File: config.mk
export PLATFORM = sky130hd
export DESIGN_NAME = booth_mul_arbiter_flat
export DESIGN_NICKNAME = d
export VERILOG_FILES = /design/src/rtl/booth_mul_arbiter_if.sv /design/src/rtl/booth_mul_arbiter.sv /design/src/flat_wrapper.sv
export SDC_FILE = /design/constraint.sdc
export NUM_CORES = 1
export LEC_CHECK = 0
export ABC_AREA = 1
export CAP_MARGIN = 20
export CORE_MARGIN = 4
export CORE_UTILIZATION = 30
export DETAILED_ROUTE_END_ITERATION = 10
export GPL_ROUTABILITY_DRIVEN = 0
export HOLD_SLACK_MARGIN = 0.12
export SYNTH_ARGS = -nofsm -noshare
export SYNTH_HDL_FRONTEND = slang
export SYNTH_SLANG_ARGS = --single-unit
File: constraint.sdc
create_clock -name clk -period 1.7 [get_ports clk]
set_input_delay 0.34 -clock clk [delete_from_list [all_inputs] [get_ports clk]]
set_output_delay 0.34 -clock clk [all_outputs]
set_load 0.1 [all_outputs]
File: src/rtl/booth_mul_arbiter_if.sv
// Request/grant, multiplier-core and response signals shared between the
// two requesters, the Booth core and booth_mul_arbiter.
interface booth_mul_arbiter_if #(parameter int N = 8);
    logic           req0;
    logic           req1;
    logic [N-1:0]   m0;
    logic [N-1:0]   q0;
    logic [N-1:0]   m1;
    logic [N-1:0]   q1;
    logic           gnt0;
    logic           gnt1;
    logic           mul_start;
    logic [N-1:0]   mul_m;
    logic [N-1:0]   mul_q;
    logic           mul_done;
    logic [2*N-1:0] mul_prod;
    logic           rsp_valid;
    logic           rsp_id;
    logic [2*N-1:0] rsp_prod;
    logic           rsp_err;
    logic           busy;

    modport slave (
        input  req0, req1, m0, q0, m1, q1, mul_done, mul_prod,
        output gnt0, gnt1, mul_start, mul_m, mul_q,
               rsp_valid, rsp_id, rsp_prod, rsp_err, busy
    );

    modport master (
        output req0, req1, m0, q0, m1, q1, mul_done, mul_prod,
        input  gnt0, gnt1, mul_start, mul_m, mul_q,
               rsp_valid, rsp_id, rsp_prod, rsp_err, busy
    );
endinterface

File: src/rtl/booth_mul_arbiter.sv
// Round-robin arbiter sharing one Booth multiplier core between two requesters,
// with a bounded wait for the core and a timed-out error response.
module booth_mul_arbiter #(
    parameter int N       = 8,
    parameter int TIMEOUT = 64
) (
    input  logic                clk,
    input  logic                rst_n,
    booth_mul_arbiter_if.slave  bus
);

    typedef enum logic [1:0] {
        IDLE  = 2'd0,
        ISSUE = 2'd1,
        WAIT  = 2'd2,
        RESP  = 2'd3
    } state_t;

    localparam logic [7:0] CNT_LAST = 8'(TIMEOUT - 1);

    state_t         state_r, state_s;
    logic           gnt0_r, gnt0_s;
    logic           gnt1_r, gnt1_s;
    logic           start_r, start_s;
    logic [N-1:0]   mul_m_r, mul_m_s;
    logic [N-1:0]   mul_q_r, mul_q_s;
    logic           rsp_valid_r, rsp_valid_s;
    logic           rsp_id_r, rsp_id_s;
    logic [2*N-1:0] rsp_prod_r, rsp_prod_s;
    logic           rsp_err_r, rsp_err_s;
    logic           busy_r, busy_s;
    logic           owner_r, owner_s;
    logic           last_r, last_s;
    logic [7:0]     cnt_r, cnt_s;
    logic           win_s;

    // Next-state and next-output logic; every output is the registered image of these values.
    always_comb begin
        state_s     = state_r;
        gnt0_s      = 1'b0;
        gnt1_s      = 1'b0;
        start_s     = 1'b0;
        mul_m_s     = mul_m_r;
        mul_q_s     = mul_q_r;
        rsp_valid_s = 1'b0;
        rsp_id_s    = rsp_id_r;
        rsp_prod_s  = rsp_prod_r;
        rsp_err_s   = rsp_err_r;
        owner_s     = owner_r;
        last_s      = last_r;
        cnt_s       = cnt_r;
        // Under contention the requester not granted last wins; otherwise the sole requester.
        win_s       = (bus.req0 && bus.req1) ? ~last_r : bus.req1;

        case (state_r)
            IDLE: begin
                if (bus.req0 || bus.req1) begin
                    gnt0_s  = ~win_s;
                    gnt1_s  = win_s;
                    start_s = 1'b1;
                    mul_m_s = win_s ? bus.m1 : bus.m0;
                    mul_q_s = win_s ? bus.q1 : bus.q0;
                    owner_s = win_s;
                    last_s  = win_s;
                    state_s = ISSUE;
                end else begin
                    state_s = IDLE;
                end
            end
            ISSUE: begin
                cnt_s   = 8'd0;
                state_s = WAIT;
            end
            WAIT: begin
                // A done coinciding with the last allowed cycle still counts as completion.
                if (bus.mul_done) begin
                    rsp_prod_s  = bus.mul_prod;
                    rsp_err_s   = 1'b0;
                    rsp_valid_s = 1'b1;
                    rsp_id_s    = owner_r;
                    state_s     = RESP;
                end else if (cnt_r == CNT_LAST) begin
                    rsp_prod_s  = '0;
                    rsp_err_s   = 1'b1;
                    rsp_valid_s = 1'b1;
                    rsp_id_s    = owner_r;
                    state_s     = RESP;
                end else begin
                    cnt_s = cnt_r + 8'd1;
                end
            end
            RESP: begin
                state_s = IDLE;
            end
            default: begin
                state_s = IDLE;
            end
        endcase

        busy_s = (state_s != IDLE);
    end

    // State and output registers; reset points the round-robin pointer at requester 1.
    always_ff @(posedge clk or negedge rst_n) begin
        if (!rst_n) begin
            state_r     <= IDLE;
            gnt0_r      <= 1'b0;
            gnt1_r      <= 1'b0;
            start_r     <= 1'b0;
            mul_m_r     <= '0;
            mul_q_r     <= '0;
            rsp_valid_r <= 1'b0;
            rsp_id_r    <= 1'b0;
            rsp_prod_r  <= '0;
            rsp_err_r   <= 1'b0;
            busy_r      <= 1'b0;
            owner_r     <= 1'b0;
            last_r      <= 1'b1;
            cnt_r       <= 8'd0;
        end else begin
            state_r     <= state_s;
            gnt0_r      <= gnt0_s;
            gnt1_r      <= gnt1_s;
            start_r     <= start_s;
            mul_m_r     <= mul_m_s;
            mul_q_r     <= mul_q_s;
            rsp_valid_r <= rsp_valid_s;
            rsp_id_r    <= rsp_id_s;
            rsp_prod_r  <= rsp_prod_s;
            rsp_err_r   <= rsp_err_s;
            busy_r      <= busy_s;
            owner_r     <= owner_s;
            last_r      <= last_s;
            cnt_r       <= cnt_s;
        end
    end

    assign bus.gnt0      = gnt0_r;
    assign bus.gnt1      = gnt1_r;
    assign bus.mul_start = start_r;
    assign bus.mul_m     = mul_m_r;
    assign bus.mul_q     = mul_q_r;
    assign bus.rsp_valid = rsp_valid_r;
    assign bus.rsp_id    = rsp_id_r;
    assign bus.rsp_prod  = rsp_prod_r;
    assign bus.rsp_err   = rsp_err_r;
    assign bus.busy      = busy_r;

endmodule

File: src/flat_wrapper.sv
// flat-port wrapper written by rule: the top's interface ports become plain ports
module booth_mul_arbiter_flat 
#(
    parameter int N       = 8,
    parameter int TIMEOUT = 64
)
  (clk, rst_n, bus_req0, bus_req1, bus_m0, bus_q0, bus_m1, bus_q1, bus_mul_done, bus_mul_prod, bus_gnt0, bus_gnt1, bus_mul_start, bus_mul_m, bus_mul_q, bus_rsp_valid, bus_rsp_id, bus_rsp_prod, bus_rsp_err, bus_busy);
  booth_mul_arbiter_if #(.N(N)) bus_i ();
  input  logic clk;
  input  logic rst_n;
  input wire logic [$bits(bus_i.req0)-1:0] bus_req0;
  input wire logic [$bits(bus_i.req1)-1:0] bus_req1;
  input wire logic [$bits(bus_i.m0)-1:0] bus_m0;
  input wire logic [$bits(bus_i.q0)-1:0] bus_q0;
  input wire logic [$bits(bus_i.m1)-1:0] bus_m1;
  input wire logic [$bits(bus_i.q1)-1:0] bus_q1;
  input wire logic [$bits(bus_i.mul_done)-1:0] bus_mul_done;
  input wire logic [$bits(bus_i.mul_prod)-1:0] bus_mul_prod;
  output wire logic [$bits(bus_i.gnt0)-1:0] bus_gnt0;
  output wire logic [$bits(bus_i.gnt1)-1:0] bus_gnt1;
  output wire logic [$bits(bus_i.mul_start)-1:0] bus_mul_start;
  output wire logic [$bits(bus_i.mul_m)-1:0] bus_mul_m;
  output wire logic [$bits(bus_i.mul_q)-1:0] bus_mul_q;
  output wire logic [$bits(bus_i.rsp_valid)-1:0] bus_rsp_valid;
  output wire logic [$bits(bus_i.rsp_id)-1:0] bus_rsp_id;
  output wire logic [$bits(bus_i.rsp_prod)-1:0] bus_rsp_prod;
  output wire logic [$bits(bus_i.rsp_err)-1:0] bus_rsp_err;
  output wire logic [$bits(bus_i.busy)-1:0] bus_busy;
  assign bus_i.req0 = bus_req0;
  assign bus_i.req1 = bus_req1;
  assign bus_i.m0 = bus_m0;
  assign bus_i.q0 = bus_q0;
  assign bus_i.m1 = bus_m1;
  assign bus_i.q1 = bus_q1;
  assign bus_i.mul_done = bus_mul_done;
  assign bus_i.mul_prod = bus_mul_prod;
  assign bus_gnt0 = bus_i.gnt0;
  assign bus_gnt1 = bus_i.gnt1;
  assign bus_mul_start = bus_i.mul_start;
  assign bus_mul_m = bus_i.mul_m;
  assign bus_mul_q = bus_i.mul_q;
  assign bus_rsp_valid = bus_i.rsp_valid;
  assign bus_rsp_id = bus_i.rsp_id;
  assign bus_rsp_prod = bus_i.rsp_prod;
  assign bus_rsp_err = bus_i.rsp_err;
  assign bus_busy = bus_i.busy;
  booth_mul_arbiter #(.N(N), .TIMEOUT(TIMEOUT)) u_core (.clk(clk), .rst_n(rst_n), .bus(bus_i));
endmodule
==> impl_metrics.json, run 1 <==
{
  "synth.most_common_cell": "nand2_1",
  "crit_top_cell": "nand2_1",
  "die_w_um": 95.5,
  "grt_use_met2_pct": 23.5,
  "grt_pass1_vias": 2113,
  "clkSinkCount": 51,
  "placed_cells": 467,
  "dpl.hpwl_um": 4580,
  "synth_ff_type": "dfrtp_1",
  "r2r_cells": 6,
  "wl_um": 5840,
  "vias_per_cell": 4.32,
  "via_count": 2054,
  "ys_async_sr_fraction_pct": 100,
  "setup_viol": 0,
  "worstHoldPathType": "in -> async",
  "fin_nets": 433,
  "setup_tns_ns": 0,
  "row_count": 31,
  "clock_latency_ns": 0.30,
  "use_met3_pct": 4.26,
  "clock-skew-final_ns": 0.00818,
  "cts_max_path_buffers": 2,
  "antenna_found_initial": 0,
  "grt_max_degree": 38,
  "die-area_mm2": 0.00911,
  "synth_edf_count": 0,
  "synthDominantCellAreaShare_pct": 54.5,
  "core_mm2": 0.00733,
  "grt_pass1_wl_um": 9810,
  "port_buffers": 91,
  "cp_slowest_cell": "dfrtp_1",
  "r2r_setup_slack_ns": 0.22,
  "arrival_ns": 1.72,
  "post_drt_wl_per_cell_um": 12.3,
  "crit_fanout": 8,
  "synth.avg_cell_area_um2": 8.28,
  "yosys-top-cells-count": "nand2_1, dfrtp_1, o21ai_0",
  "clk_pin_slew_ns": 0.09,
  "slew_headroom_pct": 76.3,
  "crit_path_max_incr_delay_ns": 0.36,
  "yosysWarnings": 0,
  "busiest_layer": "met2",
  "synth_seq_cells": 51,
  "cp_cell_sequence": "inv_1 -> ha_1 -> or2_2 -> nand3_1 -> nand2_1 -> nand2_1",
  "syn_area_mm2": 0.00229,
  "postRouteAntennaNets": 0,
  "pin_count": 92,
  "start_kind": "register",
  "crit_required_ns": 1.94,
  "insertedDiodeCount": 0,
  "stdcell_count": 476,
  "gr-total-overflow": 0,
  "path_class": "reg -> reg",
  "postSynthCellCount": 277,
  "die_y_um": 95.5,
  "post_cts_resize_count": 0,
  "final-hold-violation-count": 0,
  "rsz0062_at_grt": "no",
  "synth_top_area_cell": "dfrtp_1",
  "htree_levels": 2,
  "track_usage_pct": 13.8,
  "worst_pin_slew_ns": 0.356,
  "synthToLayoutAreaGrowth_pct": 67.5,
  "cts_tree": "yes",
  "drtIter0Drc": 84,
  "fmax_ghz": 0.674,
  "max-cap-violations": 0,
  "synth.area.top_cells": "dfrtp_1, nand2_1, o21ai_0",
  "period_needed_ns": 1.48,
  "initial_core_util_pct": 31.3,
  "layout-drive-gt1-share_pct": 18.3,
  "slew_violations": 0,
  "status": "complete, no violations",
  "fin_crit_sh_pct": 87.2,
  "cts_buffers": 5,
  "crit_path_end_kind": "register",
  "yosys.cell_types.count": 24,
  "worst_hold_slack_ns": 0.479,
  "drc": 0,
  "use_met1_pct": 16.7,
  "place_ws_ns": 0.106,
  "root_buffer": "clkbuf_8",
  "syn_nets": 334,
  "drt_first_pass_iters": 5,
  "fin_ws_ns": 0.217,
  "ys_seq_area_share_pct": 55.7
}
## kinds of logic (layout without fill, tap and decap cells)
family,Yosys count,count (layout),synth area share (%)
DFF,51,51,55.7
adders and majority gates,4,4,2.18
xor gates and xnor gates,1,1,0.382
AOI/OAI and AO/OA,34,34,8.18
buffers and inverters,27,127,5.34
and+or+nand+nor,160,160,28.2
## per-stage QoR
step	instance area, um2	util [%]
5_1_grt	3840	52.4
4_1_cts	3840	52.4
3_3_place_gp	3750	51.1
2_1_floorplan	2290	-
3_5_place_dp	3750	51.1
6_report	3840	52.4
## cells in the final DEF (no fill, tap or decap)
cell             instances
buf_4                    6
nor3b_1                  1
or2_2                    1
clkinvlp_4               1
clkinv_1                 1
nand2_2                  5
dfstp_2                  1
inv_2                    1
nor2_2                   3
clkbuf_1                 1
o21bai_1                 1
clkbuf_8                 5
clkdlybuf4s50_1         51
buf_12                  41
nand2_1                115
ha_1                     4
clkinv_2                 1
xnor2_1                  1
nor2_4                   1
nand3b_1                 1
inv_1                   17
o21ai_1                  5
o21ai_2                  1
nor2_1                  25
buf_2                    1
dfrtp_1                 50
nand3_1                  8
dlygate4sd3_1            1
o21ai_0                 26
a21oi_4                  1
## path summary, 6_finish.rpt
kind | start | endpoint
worst max-delay path | u_core.state_r[0] | u_core.cnt_r[4]
worst min-delay path | rst_n | u_core.bus.mul_m[6]
worst max register to register | u_core.state_r[0] | u_core.cnt_r[4]
worst min register to register | u_core.last_r | u_core.last_r
max in group asynchronous | rst_n | u_core.last_r
min in group clk | u_core.last_r | u_core.last_r
## final cells by class
cell class	instances	area, um2
Inverter	19	71.3
Clock inverter	2	12.5
Fill cell	659	3490
Tap cell	99	124
Timing Repair Buffer	100	1390
Sequential cell	51	1280
Clock buffer	6	72.6
Multi-Input combinational cell	199	895
## repair_timing
item,4_1_cts,5_1_grt
buffers inserted,0,0
hold buffers,1,0
endpoints found under the hold margin,14,0
## per-layer routing
layer | share of wire, % | wire length, um
met1 | 42 | 2440
met5 | 0 | 0
met4 | 0.98 | 57
met2 | 50 | 2940
met3 | 6.7 | 393
## critical path, delay by kind of cell, from the launching register on
kind	cells	cell delay, ns
buffers and inverters	1	0.07
adder cells (fa/ha/maj)	1	0.27
flip-flops	1	0.36
AND/OR/NAND/NOR	4	0.73
## registers in the layout, summed over array words and instances (netlist names)
| register | cells |
|---|---|
| u_core.bus.mul_m | 8 |
| u_core.bus.rsp_prod | 16 |
| u_core.bus.rsp_id | 1 |
| u_core.owner_r | 1 |
| u_core.last_r | 1 |
| u_core.bus.mul_q | 8 |
| u_core.bus.mul_start | 1 |
| u_core.bus.gnt1 | 1 |
| u_core.cnt_r | 8 |
| u_core.bus.rsp_valid | 1 |
| u_core.bus.rsp_err | 1 |
| u_core.bus.gnt0 | 1 |
| u_core.state_r | 2 |
| u_core.bus.busy | 1 |
Power of run 1 is not shown: default switching activity piles up to over one toggle a cycle in this logic, so the estimate is an artifact.
==> inputs of run 2 (changes only) <==
--- a/config.mk
+++ b/config.mk
@@ -5,7 +5,6 @@
 export SDC_FILE = /design/constraint.sdc
 export NUM_CORES = 1
 export LEC_CHECK = 0
-export ABC_AREA = 1
 export CAP_MARGIN = 20
 export CORE_MARGIN = 4
 export CORE_UTILIZATION = 30
==> run 2 against run 1 <==
  * First-iteration DRC count fell by 13%
  * Core utilization increased by 0.77 points
  * Sequential share of layout area shrank 0.13 points
==> impl_metrics.json, run 2 <==
{
  "dpl.hpwl_um": 4350,
  "crit_path_end_kind": "register",
  "fmax_ghz": 0.612,
  "insertedDiodeCount": 0,
  "gr-total-overflow": 0,
  "yosysWarnings": 0,
  "start_kind": "register",
  "min_from": "u_core.owner_r",
  "status": "complete, no violations",
  "wl_um": 5460,
  "track_usage_pct": 13.3,
  "pin_count": 92,
  "mostFrequentLayoutCell": "clkdlybuf4s50_1",
  "path_class": "reg -> reg",
  "slew_headroom_pct": 67.1,
  "layout-drive-gt1-share_pct": 26.0,
  "clkSinkCount": 51,
  "yosys-top-cells-count": "dfrtp_1, nand2_1, a22o_1, mux2i_1, o21ai_0",
  "clk_pin_slew_ns": 0.10,
  "setup_tns_ns": 0,
  "arrival_ns": 1.84,
  "die_y_um": 94.2,
  "synthDominantCellAreaShare_pct": 56.1,
  "worst_pin_slew_ns": 0.494,
  "ys_seq_area_share_pct": 57.3,
  "place_area_mm2": 0.00372,
  "wl_met2_um": 2530,
  "syn_nets": 244,
  "cts_tree": "yes",
  "synth_ff_type": "dfrtp_1",
  "drt_first_pass_iters": 4,
  "mostFrequentLayoutCells": "clkdlybuf4s50_1, dfrtp_1, buf_12, buf_4, nand2_1",
  "clock-skew-final_ns": 0.00637,
  "row_count": 31,
  "post_drt_wl_per_cell_um": 13.8,
  "fin_nets": 352,
  "cp-endpoint": "u_core.cnt_r[1]",
  "synth.avg_cell_area_um2": 11.9,
  "die_w_um": 94.2,
  "r2r_cells": 5,
  "slew_violations": 0,
  "crit_required_ns": 1.90,
  "worstHoldPathType": "reg -> reg",
  "initial_core_util_pct": 30.8,
  "rr_startpoint": "u_core.cnt_r[1]",
  "rr_endpoint": "u_core.cnt_r[1]",
  "core_mm2": 0.00725,
  "antenna_found_initial": 0,
  "grt_pass1_vias": 1898,
  "fin_crit_sh_pct": 96.1,
  "synthToLayoutAreaGrowth_pct": 73.0,
  "synth.area.top_cells": "dfrtp_1, mux2i_1, a22o_1",
  "die-area_mm2": 0.00888,
  "period_needed_ns": 1.63,
  "synth_top_area_cell": "dfrtp_1",
  "ys_async_sr_fraction_pct": 100,
  "vias_per_cell": 4.57,
  "r2r_setup_slack_ns": 0.07,
  "largest_reg_flops": 16,
  "synth_seq_cells": 51,
  "max-cap-violations": 0,
  "drtIter0Drc": 73,
  "postRouteAntennaNets": 0,
  "yosys.cell_types.count": 37,
  "synth_edf_count": 0,
  "syn_area_mm2": 0.00223,
  "clock_latency_ns": 0.31,
  "synth.most_common_cell": "dfrtp_1",
  "via_count": 1804,
  "critPathLaunch": "u_core.cnt_r[1]",
  "htree_levels": 2,
  "cts_buffers": 5,
  "wl_met1_um": 2210,
  "wl_met3_um": 634,
  "fillers": 647,
  "port_buffers": 91,
  "drc": 0,
  "final-hold-violation-count": 0,
  "fin_area_mm2": 0.00386,
  "cts_max_path_buffers": 2,
  "postSynthCellCount": 187,
  "highest_layer": "met4",
  "grt_pass1_wl_um": 9230,
  "setup_viol": 0,
  "grt_max_degree": 22,
  "root_buffer": "clkbuf_8",
  "crit_fanout": 4
}
[run 2: cell count changes after synthesis, moves of 5 or more]
cell,change
a22o_1,+16
nand3_1,-8
o21ai_0,-10
o21ai_1,-5
inv_1,-11
nand2_1,-97
mux2i_1,+16
nand2_2,-5
nor2_1,-19
[run 2: metal layers]
| metal | GRT usage (%) | vias to the layer above |
|---|---|---|
| li1 | - | 898 |
| met1 | 15.4 | 831 |
| met2 | 21.9 | 70 |
| met3 | 6.09 | 5 |
| met4 | 4.33 | 0 |
| met5 | 0 | - |
[run 2: area by class of cell]
class,instances,area [um2],area share [%]
clock buffer,5,68.8,1.78
inverter,6,22.5,0.584
sequential,51,1280,33.1
clock inverter,3,27.5,0.713
multi-input combinational,119,882,22.9
tap,99,124,3.21
timing repair buffer,112,1460,37.7
[run 2: cell families (layout without fill, tap and decap cells)]
group | after synthesis | count (layout) | share of synthesized area (%)
flops | 51 | 51 | 57.3
buf+inv | 17 | 126 | 4.09
fa+ha+maj | 4 | 4 | 2.24
mux | 17 | 17 | 7.68
simple gates | 41 | 41 | 9.42
compound gates | 57 | 57 | 19.3
[run 2: through the flow]
| step | cells | setup WS, ns | hold WS (ns) | utilization [%] |
|---|---|---|---|---|
| 4_1_cts | 393 | 0.0386 | 0.500 | 52.8 |
| 3_3_place_gp | 384 | 0.00123 | 0.324 | 51.3 |
| 3_5_place_dp | 384 | -0.0624 | 0.325 | 51.3 |
| 2_1_floorplan | 187 | 0.0148 | 0.0444 | - |
| 5_1_grt | 395 | -0.00401 | 0.545 | 53.2 |
| 6_report | 395 | 0.0659 | 0.495 | 53.2 |
[run 2: worst min-delay path by stage]
stage / to / slack (ns) / cells after the start
floorplan: u_core.bus.busy / 0.04 / 0
global placement: u_core.bus.mul_q[1] / 0.32 / 1
detailed placement: u_core.bus.mul_q[0] / 0.32 / 1
CTS: u_core.owner_r / 0.50 / 1
global route: u_core.bus.mul_m[1] / 0.55 / 2
finish: u_core.owner_r / 0.50 / 1
[run 2: repair_timing]
| item | CTS | global route |
|---|---|---|
| endpoints found under the setup margin | 0 | 22 |
| resized for setup | 0 | 4 |
| hold buffers | 1 | 0 |
| buffers inserted | 0 | 2 |
| endpoints found under the hold margin | 17 | 0 |
[run 2: worst max-delay path, stage by stage, from the launching register on]
cell and delay [ns]:
dfrtp_1 0.42, ha_1 0.22, and4bb_2 0.30, buf_4 0.16, a32o_1 0.24, a32o_1 0.20
Power of run 2 is left out for the same reason.
==> inputs of run 3 (changes only) <==
--- a/config.mk
+++ b/config.mk
@@ -11,6 +11,7 @@
 export DETAILED_ROUTE_END_ITERATION = 10
 export GPL_ROUTABILITY_DRIVEN = 0
 export HOLD_SLACK_MARGIN = 0.12
+export SKIP_LAST_GASP = 1
 export SYNTH_ARGS = -nofsm -noshare
 export SYNTH_HDL_FRONTEND = slang
 export SYNTH_SLANG_ARGS = --single-unit
==> results of run 3 <==
Same layout as run 2: the final DEF is identical, and so are final timing and power.
Power of run 3 is left out for the same reason.
